## src/rtl/pc_fetch_stage.sv

```systemverilog
// Instruction-fetch stage: owns the word-addressed PC, drives the instruction memory
// and captures the returned word into the IF/ID register. Optional macro: FETCH_JUMP_PREDECODE_EN.
module pc_fetch_stage #(
  parameter logic [31:0] RESET_PC = 32'd0
) (
  input  logic        clk,
  input  logic        rst,
  input  logic        stall,
  input  logic        redirect_valid,
  input  logic [31:0] redirect_target,
  output logic [31:0] read_addr,
  input  logic [31:0] instruction,
  output logic        ifid_valid,
  output logic [31:0] ifid_instr,
  output logic [31:0] ifid_pc_plus1,
  output logic [31:0] fetch_count
);

  logic [31:0] pc_q, pc_d;
  logic        ifid_valid_q, ifid_valid_d;
  logic [31:0] ifid_instr_q, ifid_instr_d;
  logic [31:0] ifid_pc_plus1_q, ifid_pc_plus1_d;
  logic [31:0] fetch_count_q, fetch_count_d;
  logic [31:0] pc_plus1;
  logic        is_jump;

  assign pc_plus1 = pc_q + 32'd1;

`ifdef FETCH_JUMP_PREDECODE_EN
  localparam logic [5:0] OPC_J = 6'b000010;
  assign is_jump = (instruction[31:26] == OPC_J);
`else
  assign is_jump = 1'b0;
`endif

  // Priority below reset: redirect > stall > predecoded jump > sequential.
  always_comb begin
    pc_d            = pc_q;
    ifid_valid_d    = ifid_valid_q;
    ifid_instr_d    = ifid_instr_q;
    ifid_pc_plus1_d = ifid_pc_plus1_q;
    fetch_count_d   = fetch_count_q;
    if (redirect_valid) begin
      pc_d            = redirect_target;
      ifid_valid_d    = 1'b0;
      ifid_instr_d    = 32'd0;
      ifid_pc_plus1_d = 32'd0;
    end else if (stall) begin
      pc_d = pc_q;
    end else if (is_jump) begin
      // The jump slot itself is consumed as a bubble; it never reaches decode.
      pc_d            = {pc_plus1[31:26], instruction[25:0]};
      ifid_valid_d    = 1'b0;
      ifid_instr_d    = 32'd0;
      ifid_pc_plus1_d = 32'd0;
    end else begin
      pc_d            = pc_plus1;
      ifid_valid_d    = 1'b1;
      ifid_instr_d    = instruction;
      ifid_pc_plus1_d = pc_plus1;
      fetch_count_d   = fetch_count_q + 32'd1;
    end
  end

  always_ff @(posedge clk) begin
    if (rst) begin
      pc_q            <= RESET_PC;
      ifid_valid_q    <= 1'b0;
      ifid_instr_q    <= 32'd0;
      ifid_pc_plus1_q <= 32'd0;
      fetch_count_q   <= 32'd0;
    end else begin
      pc_q            <= pc_d;
      ifid_valid_q    <= ifid_valid_d;
      ifid_instr_q    <= ifid_instr_d;
      ifid_pc_plus1_q <= ifid_pc_plus1_d;
      fetch_count_q   <= fetch_count_d;
    end
  end

  assign read_addr     = pc_q;
  assign ifid_valid    = ifid_valid_q;
  assign ifid_instr    = ifid_instr_q;
  assign ifid_pc_plus1 = ifid_pc_plus1_q;
  assign fetch_count   = fetch_count_q;

endmodule

```

## config.mk

```make
export PLATFORM = sky130hd
export DESIGN_NAME = pc_fetch_stage
export DESIGN_NICKNAME = d
export VERILOG_FILES = /design/src/rtl/pc_fetch_stage.sv
export SDC_FILE = /design/constraint.sdc
export NUM_CORES = 1
export LEC_CHECK = 0
export ABC_CLOCK_PERIOD_IN_PS = 1980
export CAP_MARGIN = 0
export CORE_ASPECT_RATIO = 0.7
export CORE_UTILIZATION = 43
export CTS_BUF_LIST = sky130_fd_sc_hd__clkbuf_4 sky130_fd_sc_hd__clkbuf_8
export DETAILED_ROUTE_END_ITERATION = 10
export GPL_TIMING_DRIVEN = 0
export PLACE_DENSITY = 0.87
export SYNTH_ARGS = -nofsm -noshare
export SYNTH_HDL_FRONTEND = slang
export SYNTH_SLANG_ARGS = --single-unit
export TNS_END_PERCENT = 20
```

## constraint.sdc

```tcl
create_clock -name clk -period 1.98 [get_ports clk]
set_input_delay 0.396 -clock clk [delete_from_list [all_inputs] [get_ports clk]]
set_output_delay 0.396 -clock clk [all_outputs]
set_load 0.02 [all_outputs]
```

Word level (Yosys, flattened, before mapping). Cells that the tools add are included. Widths: inputs -> output; s select.

$add $sub $neg: 2. Multipliers: 0. Div/mod/pow operators: 0. Magnitude comparators: 0. Eq/ne operators: 1. Shift-type cells: 0. Muxes and demuxes: 2. Bitwise gates (word level): 2. Reductions and logical operators: 2.

Operators with widths (count): $add 32x1->32 const B (2); $mux 32 (2); $ne 2x1->1 const B (1); $not 1->1 (2); $reduce_and 2->1 (1); $reduce_or 2->1 (1).

Bits in registers: 129. Latch bits: 0. Memory bits (writable): 0. Memory bits (read-only): 0. Input port bits: 68. Output and inout bits: 129. Logic and storage cells: 14. Memories: 0.

Longest topological paths before layout.
Word-level depth: 3. Gate-level depth with buffers: 8.

Least setup slack after synthesis. Ideal clock, no wire load.

Path type: reg-to-reg. Start point: register pc_q[8], in the netlist read_addr[8]. End point: register ifid_pc_plus1_q[16], in the netlist ifid_pc_plus1[16]. Library setup time: 0.091 ns. Arrival: 2.119 ns. Data required time: 1.889 ns. Setup slack: -0.230 ns. Stages on the path, launching flop included: 8. Buffers on the path: 3. Cells stage by stage: dfxtp_1 clkbuf_1 nand2_1 or4_4 buf_6 buf_6 or3_1 a311oi_1.

Longest elaborated chain between the ends: 1.

Ends and longest elaborated chain: from (decl) (RTL line 19) `logic [31:0] pc_q, pc_d;`; from (signal assigned) (RTL line 73) `pc_q <= pc_d;`; $add 32x1->32 (RTL line 27) `assign pc_plus1 = pc_q + 32'd1;`; to (signal assigned) (RTL line 76) `ifid_pc_plus1_q <= ifid_pc_plus1_d;`; to (decl) (RTL line 22) `logic [31:0] ifid_pc_plus1_q, ifid_pc_plus1_d;`.

No other way between the ends. A chain may end at the register's enable or synchronous reset.

Final worst setup path.
Start point: register pc_q[14], in the netlist read_addr[14]. End point: register pc_q[22], in the netlist read_addr[22].

Longest elaborated chain between the ends: 3.

Ends and longest elaborated chain: $add 32x1->32 (RTL line 27); $mux 32 (RTL line 48) `end else if (stall) begin`; $mux 32 (RTL line 43) `if (redirect_valid) begin`.

No other way between the ends. The select of a mux whose other input is x is not followed.

==> impl_metrics.ini <==
[outcome]
outcome = finished, violations left
violations = negative setup slack

[sta]
finClkSkew_ns = 0.0139
rsz0062_at_grt = yes
finalSetupViolCount = 4
final.setup.tns_ns = -0.133
slew_violations = 0
hold_viol_final = 0
fmax_ghz = 0.493
finalCriticalPeriod_ns = 2.03
finalCritPeriodShare_pct = 102
timing.final.ws_setup_ns = -0.0485
tightest_slew_ns = 0.899
relSlewSlack_pct = 40.1

[die]
coreArea_um2 = 13400
die_h_um = 101
num_io_pins = 197
die_w_um = 143
dieArea_um2 = 14400
start_util_pct = 44.8
num_rows = 35

[clock_tree]
clock_path_buffers = 2
cts_buffers = 17
h-tree-depth = 4
insertion_delay_ns = 0.43
clockRootBuffer = clkbuf_8
cts_tree = yes
path_clk_slew_ns = 0.08
clock_sinks = 129

[worst_setup_path]
crit_family = simple AND/OR/NAND/NOR gates
crit_arrival_ns = 2.38
cp_num_cells = 6
cp_cell_sequence = nand4_4, or4_4, buf_12, nor4_4, xnor2_1, a211oi_2
worstPathRequired_ns = 2.33
max_stage_delay_ns = 0.64
crit_fanout = 8
end_kind = flop
slowest_stage = or4_4
critPathKind = reg2reg
start_kind = flop
r2r_cells = 6
cp_num_buf_inv = 1

[min_path]
hold_path.class = reg2reg
holdPathStages = 2

[cells_and_area]
fin_cells = 1114
ff_latch_area_um2 = 2630
layout_commonest_cell = clkdlybuf4s50_1
fin_nets = 986
drive_above_1_share_pct = 14.9
nFillCells = 1023
n_antenna_cell = 0
fin_util_pct = 68.0
final_cell_mix = clkdlybuf4s50_1, nor2_1, dfxtp_1
area_growth_pct = 52.0
finish.instance_area_um2 = 9090
multi_input_area_um2 = 3390

[global_route]
grt_max_degree = 17
grt_pass1_wl_um = 29400
grt_pass1_vias = 5672
grt_overflow = 0
grt_antenna_before_repair = 0
grt_usage_pct = 26.5

[place]
placed_area_um2 = 8260
port_buffers = 196
gp_congestion = 0.839
dp.cells = 1065
hpwl_um = 13600

[power_and_ir_drop]
powerDensity_nw_per_um2 = 653
p_leak_uw = 0.00345
vdd.ir_drop.worst_mv = 0.512
total_power_uw = 5940

[logic_synthesis]
ys_seq_elements = 129
syn_nets = 754
syn-cell-area_um2 = 5980
yosys.cell_types.count = 45
synth_area_per_cell_um2 = 8.74
synth_edf_count = 0
ys_seq_area_share_pct = 43.2
synthCells = 684
synth-main-ff-cell = dfxtp_1
yosys_warnings = 0
async_flop_share_pct = 0

[route]
drt_iter0_markers = 460
first_pass_iters = 5
detail_route.wl_per_cell_um = 17.8
routed_wl_um = 19800
ant_nets = 0
drt-vias-per-instance = 5.42
via_count = 6033
drc = 0

[job]
max_cap_viol_count = 0
-- synth_stat cells, types with 2 or more instances --
cell type / count / area [µm²]
nor2_1: 135 / 507
dfxtp_1: 129 / 2580
xnor2_1: 48 / 420
clkbuf_1: 41 / 154
mux2i_1: 37 / 370
nand2_1: 34 / 128
xor2_1: 33 / 289
a211oi_1: 30 / 225
nand3_1: 27 / 135
a21oi_1: 24 / 120
nand4_1: 19 / 119
nor3_1: 14 / 70.1
nor4_1: 13 / 81.3
and3_1: 10 / 62.6
nor4_2: 10 / 125
inv_1: 8 / 30.0
o21ai_0: 7 / 35.0
or3_1: 7 / 43.8
and4_1: 6 / 52.6
buf_2: 6 / 30.0
o21bai_1: 4 / 30.0
or2_2: 4 / 25.0
a211oi_2: 3 / 37.5
a311oi_1: 3 / 26.3
buf_1: 3 / 11.3
nor3_2: 3 / 30.0
o22ai_1: 3 / 18.8
or4_1: 3 / 22.5
buf_6: 2 / 22.5
ha_1: 2 / 25.0
nand4b_1: 2 / 17.5
-- routing by layer --
layer / global-route usage (%) / vias up / share of wire, %
li1: - / 2833 / -
met1: 34.0 / 2849 / 42
met2: 41.9 / 309 / 45
met3: 8.36 / 42 / 10
met4: 9.76 / 0 / 2.1
met5: 0 / - / 0
-- layout make-up --
| class | instances | share of cell area, % |
|---|---|---|
| Clock buffer | 20 | 2.96 |
| Tap cell | 185 | 2.55 |
| Clock inverter | 12 | 1.32 |
| Timing Repair Buffer | 217 | 23.6 |
| Buffer | 49 | 2.92 |
| Sequential cell | 129 | 29.0 |
| Multi-Input combinational cell | 492 | 37.3 |
| Inverter | 10 | 0.413 |
-- registers in the layout (all words and copies together), names as in the netlist --
register / count
fetch_count: 32
ifid_instr: 32
ifid_pc_plus1: 32
ifid_valid: 1
read_addr: 32
-- timing repair --
item | in CTS | in global routing
gates cloned | 0 | 2
setup buffers | 0 | 19
gates resized for setup | 33 | 50
pin swaps | 5 | 19
endpoints found under the setup margin | 101 | 62
hold buffers | 0 | 0
-- worst min-delay path, cell delays in order, from the launching register on --
cell and delay (ns):
dfxtp_1 0.31, inv_1 0.05, a21oi_1 0.05
-- through the flow --
step | setup WS (ns) | hold slack, ns
2_1_floorplan | -0.0138 | 0.526
3_3_place_gp | -1.08 | 0.441
3_5_place_dp | -1.12 | 0.443
4_1_cts | -0.0667 | 0.456
5_1_grt | -0.132 | 0.491
6_report | -0.0485 | 0.454
-- path summary, 6_finish.rpt --
kind	start	endpoint	slack [ns]
worst max-delay path	read_addr[14]$_SDFFE_PP0P_	read_addr[22]$_SDFFE_PP0P_	-0.05
worst min-delay path	ifid_valid$_SDFFE_PP0N_	ifid_valid$_SDFFE_PP0N_	0.45
worst max register to register	read_addr[14]$_SDFFE_PP0P_	read_addr[22]$_SDFFE_PP0P_	-0.05
worst min register to register	ifid_valid$_SDFFE_PP0N_	ifid_valid$_SDFFE_PP0N_	0.45
-- power by group --
| group | internal (µW) | total [µW] | switching, µW |
|---|---|---|---|
| registers | 2680 | 2780 | 99.0 |
| logic | 441 | 906 | 465 |
| clock network | 1100 | 2250 | 1140 |
| total | 4230 | 5940 | 1710 |
-- kinds of logic (layout without fill, tap and decap cells) --
group | Yosys count | after routing | synth area share (%)
adder cells (fa/ha/maj) | 2 | 2 | 0.419
AO/OA/AOI/OAI | 76 | 76 | 8.52
buffers and inverters | 63 | 308 | 4.35
multiplexers | 37 | 37 | 6.20
flip-flops | 129 | 129 | 43.2
AND/OR/NAND/NOR | 296 | 296 | 25.4
XOR/XNOR | 81 | 81 | 11.9
Note: power is estimated with default switching activity, not from simulation.
